**src/rtl/vga_timing_pkg.sv**
```systemverilog
// vga_timing_pkg: 640x480@60 timing constants, widths and capture FSM states.
package vga_timing_pkg;
   localparam int unsigned H_TOTAL     = 800;
   localparam int unsigned V_TOTAL     = 525;
   localparam int unsigned H_ACT_START = 144;
   localparam int unsigned H_ACT_END   = 783;
   localparam int unsigned V_ACT_START = 34;
   localparam int unsigned V_ACT_END   = 513;
   localparam int unsigned H_ACTIVE    = 640;
   localparam int unsigned V_ACTIVE    = 480;
   localparam int unsigned FIFO_DEPTH  = 8;
   localparam int unsigned ADDR_W      = 19;
   localparam int unsigned PIX_W       = 8;
   localparam int unsigned ENTRY_W     = ADDR_W + PIX_W;
   typedef enum logic [1:0] {SEARCH, IDLE, CAPTURE, DRAIN} cap_state_e;
endpackage

```
**src/rtl/pixel_fifo.sv**
```systemverilog
// pixel_fifo: synchronous FIFO of {addr,pixel} entries; a push on full succeeds when a pop happens in the same cycle.
module pixel_fifo
   import vga_timing_pkg::*;
#(
   parameter int unsigned W     = ENTRY_W,
   parameter int unsigned DEPTH = FIFO_DEPTH
) (
   input  logic         clk,
   input  logic         rst,
   input  logic         flush_i,
   input  logic         push_i,
   input  logic         pop_i,
   input  logic [W-1:0] din_i,
   output logic [W-1:0] dout_o,
   output logic         full_o,
   output logic         empty_o
);
   localparam int unsigned AW = $clog2(DEPTH);
   logic [W-1:0]  mem_q [DEPTH];
   logic [AW-1:0] wr_q, rd_q;
   logic [AW:0]   cnt_q;
   logic          do_push, do_pop;
   assign full_o  = cnt_q == (AW+1)'(DEPTH);
   assign empty_o = cnt_q == '0;
   assign do_pop  = pop_i && !empty_o;
   assign do_push = push_i && (!full_o || do_pop);
   assign dout_o  = mem_q[rd_q];
   always_ff @(posedge clk or posedge rst)
      if (rst) begin
         wr_q  <= '0;
         rd_q  <= '0;
         cnt_q <= '0;
      end else if (flush_i) begin
         wr_q  <= '0;
         rd_q  <= '0;
         cnt_q <= '0;
      end else begin
         wr_q  <= wr_q + AW'(do_push);
         rd_q  <= rd_q + AW'(do_pop);
         cnt_q <= cnt_q + (AW+1)'(do_push) - (AW+1)'(do_pop);
      end
   always_ff @(posedge clk)
      if (do_push && !flush_i) mem_q[wr_q] <= din_i;
endmodule

```
**src/rtl/vga_frame_capture.sv**
```systemverilog
// vga_frame_capture: locks onto a VGA sync stream and writes one armed frame's pixels to memory through a small FIFO.
module vga_frame_capture
   import vga_timing_pkg::*;
#(
   parameter int unsigned HTOT = H_TOTAL,
   parameter int unsigned VTOT = V_TOTAL,
   parameter int unsigned HS   = H_ACT_START,
   parameter int unsigned HE   = H_ACT_END,
   parameter int unsigned VS   = V_ACT_START,
   parameter int unsigned VE   = V_ACT_END
) (
   input  logic              clk,
   input  logic              rst,
   input  logic              capture_en,
   input  logic              hsync,
   input  logic              vsync,
   input  logic [2:0]        VGA_R,
   input  logic [2:0]        VGA_G,
   input  logic [1:0]        VGA_B,
   output logic [ADDR_W-1:0] mem_addr,
   output logic [PIX_W-1:0]  mem_data,
   output logic              mem_we,
   input  logic              mem_ready,
   output logic              locked,
   output logic              frame_done,
   output logic              overflow,
   output logic              sync_error
);
   localparam logic [ADDR_W-1:0] LAST   = ADDR_W'((HE - HS + 1) * (VE - VS + 1) - 1);
   localparam logic [9:0]        H_LAST = 10'(HTOT - 1);
   localparam logic [9:0]        V_LAST = 10'(VTOT - 1);
   cap_state_e         state_q, state_d;
   logic               hs_q, hs_p_q, vs_q, vs_p_q, hfall, vfall;
   logic [PIX_W-1:0]   pix_q;
   logic [9:0]         hcnt_q, hcnt_d, vcnt_q, vcnt_d;
   logic               vpend_q, vpend_d, seen_q, seen_d;
   logic [ADDR_W-1:0]  addr_q, addr_d;
   logic               push_q, push_d, ovf_q, ovf_d, done_q, done_d, serr_q;
   logic [ENTRY_W-1:0] pdat_q, head;
   logic               err, act, pop, full, empty;
   always_comb begin
      hfall   = !hs_q && hs_p_q;
      vfall   = !vs_q && vs_p_q;
      hcnt_d  = hfall ? 10'd0 : (hcnt_q == 10'h3FF ? hcnt_q : hcnt_q + 10'd1);
      vcnt_d  = hfall ? ((vpend_q || vfall) ? 10'd0 : vcnt_q + 10'd1) : vcnt_q;
      vpend_d = !hfall && (vfall || vpend_q);
      // vcnt_q is still the previous line's count when the vsync edge arrives
      err     = (hfall && hcnt_q != H_LAST) || (hcnt_d == 10'h3FF && hcnt_q != 10'h3FF) ||
                (vfall && vcnt_q != V_LAST);
      act     = state_q == CAPTURE && hcnt_d >= 10'(HS) && hcnt_d <= 10'(HE) &&
                vcnt_d >= 10'(VS) && vcnt_d <= 10'(VE);
      seen_d  = vfall || (seen_q && !err);
      pop     = !empty && mem_ready;
      state_d = state_q;
      addr_d  = addr_q;
      push_d  = 1'b0;
      done_d  = 1'b0;
      ovf_d   = ovf_q || (push_q && full && !pop);
      if (err) state_d = SEARCH;
      else
         case (state_q)
            SEARCH:  if (vfall && seen_q) state_d = IDLE;
            IDLE:    if (vfall && capture_en) begin
               state_d = CAPTURE;
               addr_d  = '0;
               ovf_d   = 1'b0;
            end
            CAPTURE: if (act) begin
               push_d  = 1'b1;
               state_d = addr_q == LAST ? DRAIN : CAPTURE;
               addr_d  = addr_q == LAST ? addr_q : addr_q + 1'b1;
            end
            default: if (empty && !push_q) begin
               state_d = IDLE;
               done_d  = 1'b1;
            end
         endcase
   end
   always_ff @(posedge clk or posedge rst)
      if (rst) begin
         hs_q    <= 1'b1;
         hs_p_q  <= 1'b1;
         vs_q    <= 1'b1;
         vs_p_q  <= 1'b1;
         pix_q   <= '0;
         hcnt_q  <= '0;
         vcnt_q  <= '0;
         vpend_q <= 1'b0;
         seen_q  <= 1'b0;
         state_q <= SEARCH;
         addr_q  <= '0;
         push_q  <= 1'b0;
         pdat_q  <= '0;
         ovf_q   <= 1'b0;
         done_q  <= 1'b0;
         serr_q  <= 1'b0;
      end else begin
         hs_q    <= hsync;
         hs_p_q  <= hs_q;
         vs_q    <= vsync;
         vs_p_q  <= vs_q;
         pix_q   <= {VGA_R, VGA_G, VGA_B};
         hcnt_q  <= hcnt_d;
         vcnt_q  <= vcnt_d;
         vpend_q <= vpend_d;
         seen_q  <= seen_d;
         state_q <= state_d;
         addr_q  <= addr_d;
         push_q  <= push_d;
         pdat_q  <= {addr_q, pix_q};
         ovf_q   <= ovf_d;
         done_q  <= done_d;
         serr_q  <= err;
      end
   pixel_fifo u_fifo (
      .clk     (clk),
      .rst     (rst),
      .flush_i (err),
      .push_i  (push_q),
      .pop_i   (pop),
      .din_i   (pdat_q),
      .dout_o  (head),
      .full_o  (full),
      .empty_o (empty)
   );
   assign mem_we     = !empty;
   assign mem_addr   = empty ? '0 : head[ENTRY_W-1:PIX_W];
   assign mem_data   = empty ? '0 : head[PIX_W-1:0];
   assign locked     = state_q != SEARCH;
   assign frame_done = done_q;
   assign overflow   = ovf_q;
   assign sync_error = serr_q;
endmodule
```
**config.mk**
```make
export PLATFORM = sky130hd
export DESIGN_NAME = vga_frame_capture
export DESIGN_NICKNAME = d
export VERILOG_FILES = /design/src/rtl/vga_timing_pkg.sv /design/src/rtl/pixel_fifo.sv /design/src/rtl/vga_frame_capture.sv
export SDC_FILE = /design/constraint.sdc
export NUM_CORES = 1
export LEC_CHECK = 0
export ABC_AREA = 0
export ABC_CLOCK_PERIOD_IN_PS = 5100
export BUFFER_PORTS_ARGS = -buffer_cell sky130_fd_sc_hd__buf_2
export CORE_UTILIZATION = 40
export DETAILED_ROUTE_END_ITERATION = 6
export PLACE_DENSITY = 0.63
export SLEW_MARGIN = 20
export SYNTH_ARGS = -nofsm -noshare
export SYNTH_HDL_FRONTEND = slang
export SYNTH_HIERARCHICAL = 1
export SYNTH_SLANG_ARGS = --single-unit
```
**constraint.sdc**
```tcl
create_clock -name clk -period 5.1 [get_ports clk]
set_input_delay 1.02 -clock clk [delete_from_list [all_inputs] [get_ports clk]]
set_output_delay 1.02 -clock clk [all_outputs]
set_load 0.02 [all_outputs]
```
## Word level (Yosys, flattened, before mapping)

Memories as Yosys holds them, arrays and structs flattened.
Index checks and enable logic that the tools add are counted.
W data, S select, Z words.

- Memory bits (writable): 216
- Logic and storage cells: 120
- Memories kept: 1
- Register bits: 96
- Input bits: 14

Memory list:

| name | depth | bits a word | read ports | clocked after Yosys merged registers in | write ports | RTL line | text |
|---|---|---|---|---|---|---|---|
| u_fifo.mem_q | 8 | 27 | 1 | 0 | 1 | pixel_fifo.sv:19 | `logic [W-1:0] mem_q [DEPTH];` |

- Bitwise logic cells: 1
- Muxes and demuxes: 31
- Magnitude comparators: 4
- Reduce and logical (&&, ||, !) cells: 42
- $add $sub $neg: 7
- Equal/unequal tests: 15

Operators by type and width:

| cell | number |
|---|---|
| $mux W19 | 4 |
| $mux W10 | 4 |
| $pmux W19 S2 | 1 |
| $ne A10 B10 Y1 const B | 3 |
| $add A10 B1 Y10 const B | 2 |
| $eq A10 B10 Y1 const B | 2 |
| $le A10 B10 Y1 const B | 2 |
| $logic_and A1 B1 Y1 | 20 |
| $add A19 B1 Y19 const B | 1 |
| $eq A19 B19 Y1 const B | 1 |
| $mux W1 | 12 |
| $ge A10 B6 Y1 const B | 1 |
| $ge A10 B8 Y1 const B | 1 |
| $mux W2 | 5 |
| $ne A3 B3 Y1 const B | 3 |
| $logic_not A1 Y1 | 8 |
| $mux W8 | 1 |
| $add A3 B1 Y3 | 2 |
| $logic_or A1 B1 Y1 | 6 |
| $mux W3 | 2 |
| $ne A2 B2 Y1 const B | 3 |
| $pmux W2 S3 | 1 |
| $reduce_and A5 Y1 | 1 |
| $reduce_bool A5 Y1 | 1 |
| 12 further kinds | 13 |

## Depth between registers and ports, before layout

- Depth after elaboration: 11
- Mapped depth: 13

## Hierarchy

The synthesis kept the hierarchy.

Modules (own cells, without submodules):

| module | seq. area each (um^2) | area each (um^2) | cells each | instances |
|---|---|---|---|---|
| pixel_fifo | 6,736.5 | 8,969.9 | 380 | 1 |
| vga_frame_capture | 2,157.1 | 4,270.3 | 422 | 1 |

## Worst setup path after synthesis

OpenSTA, ideal clock, no wires.

- Path type: register -> register
- From: register hcnt_q[0]
- To: memory u_fifo/mem_q[4][0] (netlist name) (enable)
- Setup slack: 0.377 ns
- Required time: 4.655 ns
- Period minus slack after synthesis: 4.723 ns
- Data arrival time: 4.278 ns
- Cell stages (with the launch flop): 14
- Path through: dfrtp_1 > ha_1 > clkbuf_1 > and3_1 > nand3_1 > mux2i_1 > nand3_1 > o31a_1 > buf_2 > inv_1 > clkbuf_1 > nor2_1 > nand2_1 > nor3_1

- Longest elaborated chain between the ends: 11
- Elaborated cells on any way between the ends: 15
- Classes of those cells: add/sub (1); eq/ne (4); mux (4); reduce/logical (6)

Ends and longest elaborated chain:

| what | RTL line | text |
|---|---|---|
| from (decl) | vga_frame_capture.sv:35 | `logic [9:0] hcnt_q, hcnt_d, vcnt_q, vcnt_d;` |
| from (signal assigned) | vga_frame_capture.sv:103 | `hcnt_q <= hcnt_d;` |
| $add A10 B1 Y10 / $eq A10 B10 Y1 (equally long branches) | vga_frame_capture.sv:44 | `hcnt_d = hfall ? 10'd0 : (hcnt_q == 10'h3FF ? hcnt_q : hcnt_q + 10'd1);` |
| $mux W10 (2 in series) | vga_frame_capture.sv:44 |  |
| $eq A10 B10 Y1 | vga_frame_capture.sv:48 | `err = (hfall && hcnt_q != H_LAST) \|\| (hcnt_d == 10'h3FF && hcnt_q != 10'h3FF) \|\|` |
| $logic_and A1 B1 Y1 | vga_frame_capture.sv:48 |  |
| $logic_or A1 B1 Y1 (*) (2 in series) | vga_frame_capture.sv:48 |  |
| via err | vga_frame_capture.sv:40 | `logic err, act, pop, full, empty;` |
| $logic_not A1 Y1 (*) | pixel_fifo.sv:43 | `if (do_push && !flush_i) mem_q[wr_q] <= din_i;` |
| $logic_and A1 B1 Y1 (*) | pixel_fifo.sv:43 |  |
| $mux W1 (*) | pixel_fifo.sv:43 |  |
| $mux W1 (not written as such) (*) | pixel_fifo.sv:43 |  |
| to (decl) | pixel_fifo.sv:19 |  |

The timed path passes the listed nets; every way through them passes the cells marked *.

## Worst setup path after layout

- From: register hcnt_q[0]
- To: memory u_fifo/mem_q[5][17] (netlist name) (enable)

The elaborated chain is that of the path after synthesis.

==> parameters.txt <==
Parameter                              Value

Synth
  Most repeated cell in the gate-level netlist after synthesis    sky130_fd_sc_hd__edfxtp_1
  Fraction of the mapped netlist area in simple logic gates    10.31%
  Synthesized instance count    802
  Netlist area before placement    13240 um2
  Synth Area in Compound Gates    2.646%
  Number of flops mapped to enable cells by yosys    216
  Primary flip-flop cell chosen by synthesis mapping    sky130_fd_sc_hd__edfxtp_1
  Synth Register Bits    312
  Top cells by count, synth    216 x sky130_fd_sc_hd__edfxtp_1, 92 x sky130_fd_sc_hd__dfrtp_1, 54 x sky130_fd_sc_hd__mux4_1
  Library cell with the largest summed area after synthesis    sky130_fd_sc_hd__edfxtp_1
  Post-Syn Nets    834
  Post-synthesis sequential area ratio    67.17%
  Main combinational cell family by area after synthesis    multiplexers
  Synth top area share    48.99%
  Top cells by area, synth    sky130_fd_sc_hd__edfxtp_1 49%, sky130_fd_sc_hd__dfrtp_1 17%, sky130_fd_sc_hd__mux4_1 11%
  Count of synthesis-stage warnings from yosys    6
  Xor/xnor share of the synthesized area    1.058%
  Share of async-settable or async-resettable flops after synthesis    30.77%
  Mux share of post-synthesis cell area    14.68%
  Post-synth cell types    60
  Adder and majority gate portion of the synthesized area    1.758%
  Synthesized area per cell    16.51 um2

Setup path
  R2r worst-path depth    10
  Cell breakdown of the critical path    ha_1 -> and3_1 -> nand3_1 -> mux2i_1 -> nand3_1 -> o31a_1 -> inv_1 -> nand3b_1 -> nor3_2 -> buf_4
  Type of the worst setup path    register to register
  Top cell family by delay on the critical path    simple AND/OR/NAND/NOR gates
  Startpoint of the most critical register-to-register path    hcnt_q[0]$_DFF_PP0_
  Startpoint type of the worst setup path    register
  Critical path fanouts, max    27
  Slowest Stage Delay on Critical Path    0.46 ns
  Arrival time of the worst setup path    4.02 ns
  Dominant cell type by count on the critical path    sky130_fd_sc_hd__nand3_1
  Number of buffers and inverters on the critical path    2
  Standard cell with the maximum stage delay on the critical path    sky130_fd_sc_hd__dfrtp_1
  Total stage count of the critical path    10
  First element of the critical path    hcnt_q[0]$_DFF_PP0_
  Nature of the critical path endpoint    register
  Required arrival time at the worst endpoint    5.24 ns

Timing
  RSZ-0062 raised after global routing    no
  FMAX    257.9 MHz
  Fin crit share    76.02%
  Final WS setup    1.223 ns
  Slew Limit Fails    0
  Worst-margin pin slew    0.8720 ns
  Minimum clock period    3.877 ns
  Total setup violations reported at the end of the flow    0
  Post-Route Skew    0.02069 ns
  Worst slack on hold paths    0.3475 ns
  Count of final hold-check violations    0
  Rel. slew slack    41.86%
  Sum Neg Setup Slack    0 ns

Clock tree
  Clock latency at the later pin of the worst-skew pair    0.52 ns
  Root cell of the clock tree    sky130_fd_sc_hd__clkbuf_16
  Number of clock sinks seen by CTS    312
  Clock edge transition at the registers on the reported setup and hold paths    0.06 ns
  Number of H-tree branching levels    2
  CTS tree    yes
  Number of clock buffers inserted by TritonCTS    35
  CTS-repair resized insts    0
  Hold Buf Count CTS    0
  Maximum root-to-sink buffer count    3
  Setup Fix Bufs, Post-CTS    0

Power
  PnR Total Power    5.948 mW
  Peak supply drop    0.2284 mV
  Leakage    6.048 nW
  Pwr Density    395.2 nW/um2

Global routing
  Initial antenna violation count    0
  Combined global-route utilization of all metal layers    14.87%
  Overflow left after global routing    0
  Number of global-route vias before repair    7037
  Largest net degree at the start of global routing    64
  First-pass GRT wire length    38610 um

Placed design
  Placed Area    13940 um2
  Setup WS pre-CTS    1.238 ns
  Port Buffers    45
  Detail Placement HPWL    14190 um
  Final GP Congestion    0.8110

Floorplan
  Core ar.    32540 um2
  Initial core utilization    40.69%
  Area of the die    33830 um2
  Number of cell rows    66
  Die W    183.9 um
  Die height    183.9 um
  I/O pin cnt    46

Cells and area
  Finished layout cell area    15050 um2
  Number of nets in the final layout    892
  Antenna Cells    0
  Ratio of cells with drive above 1 in the final layout    18.74%
  Layout area overhead    13.68%
  Count of fill cells added during filler insertion    2819

Hold path
  Hold path startpoint    pix_q[2]$_DFF_PP0_
  Worst hold path class    register to register
  Hold Path Depth    0

Routing
  Detailed-routing iteration count for the pre-antenna-repair pass    4
  Wire length after detailed routing    24110 um
  Total via count after detailed routing    6877
  1st-iter DRT viols    369
  Remaining routing DRC violations    0
  Residual antenna-violating net count after detailed routing    0
  Number of vias per cell    5.178
  Routed length per instance    18.15 um

Job
  Number of maximum-capacitance constraint violations    0

Status
  Status    completed
-- layout by cell type (no fill, tap or decap), types with 10 or more instances in the layout --
master / synthesis / final
sky130_fd_sc_hd__edfxtp_1: 216 / 216
sky130_fd_sc_hd__dfrtp_1: 92 / 90
sky130_fd_sc_hd__mux4_1: 54 / 54
sky130_fd_sc_hd__buf_2: 8 / 45
sky130_fd_sc_hd__nand2_1: 44 / 44
sky130_fd_sc_hd__nor2b_1: 42 / 42
sky130_fd_sc_hd__clkbuf_16: 0 / 35
sky130_fd_sc_hd__nor2_1: 30 / 30
sky130_fd_sc_hd__mux2_2: 27 / 27
sky130_fd_sc_hd__inv_1: 23 / 22
sky130_fd_sc_hd__mux2i_1: 22 / 22
sky130_fd_sc_hd__nand3_1: 17 / 17
sky130_fd_sc_hd__nand2b_1: 17 / 17
sky130_fd_sc_hd__nor3_1: 21 / 17
sky130_fd_sc_hd__ha_1: 17 / 17
sky130_fd_sc_hd__buf_4: 3 / 14
sky130_fd_sc_hd__nand4_1: 13 / 13
sky130_fd_sc_hd__a21oi_1: 10 / 10
sky130_fd_sc_hd__xnor2_1: 10 / 10
sky130_fd_sc_hd__and3_1: 10 / 10
sky130_fd_sc_hd__clkbuf_1: 15 / 10
-- flip-flops by register name, indices dropped and copies added (netlist names), 2 cells and up --
register	count
u_fifo/mem_q	216
vcnt_q	10
hcnt_q	10
u_fifo/wr_q	3
pix_q	8
addr_q	19
u_fifo/rd_q	3
state_q	2
pdat_q	27
u_fifo/cnt_q	4
-- stage by stage --
stage	util, %	std cells
2_1_floorplan	-	802
3_3_place_gp	42.86	1265
3_5_place_dp	42.86	1265
4_1_cts	46.26	1328
5_1_grt	46.26	1328
6_report	46.26	1328
-- final timing paths --
check / to / slack, ns
max: u_fifo/mem_q[5][17]$_DFFE_PP_ / 1.22
min: pdat_q[2]$_DFF_PP0_ / 0.35
max reg2reg: u_fifo/mem_q[5][17]$_DFFE_PP_ / 1.22
min reg2reg: pdat_q[2]$_DFF_PP0_ / 0.35
max in group asynchronous: hs_p_q$_DFF_PP1_ / 3.48
min in group asynchronous: u_fifo/rd_q[2]$_DFF_PP0_ / 0.54
-- metal layers --
| layer | share of wire (%) | GRT usage, % | up-vias |
|---|---|---|---|
| met5 | 0 | 0 | - |
| met4 | 1.7 | 4.100 | 0 |
| met3 | 3.8 | 2.397 | 31 |
| met2 | 49 | 25.50 | 120 |
| met1 | 45 | 19.55 | 3482 |
| li1 | - | - | 3244 |
-- report_power, final --
group          internal (mW)  switching, mW  total [mW]
clock                   1.42          0.957        2.38
sequential              2.74         0.0995        2.84
combinational          0.316          0.410       0.726
-- kinds of logic after synthesis --
logic type,after synthesis
flip-flops,312
buffers and inverters,62
AO/OA/AOI/OAI,52
multiplexers,103
XOR/XNOR,16
adder cells (fa/ha/maj),18
AND/OR/NAND/NOR,239
-- area by class of cell --
type,instances,area [um2],share of cell area (%)
multi-input cells,428,4056,26.95
inverters,23,88.84,0.5902
clock buffers,48,954.7,6.342
well taps,442,553.0,3.674
flip-flops and latches,312,8896,59.10
clock inverters,15,152.6,1.014
repair buffers,60,350.3,2.328
Note: power is estimated with default switching activity, not from simulation.
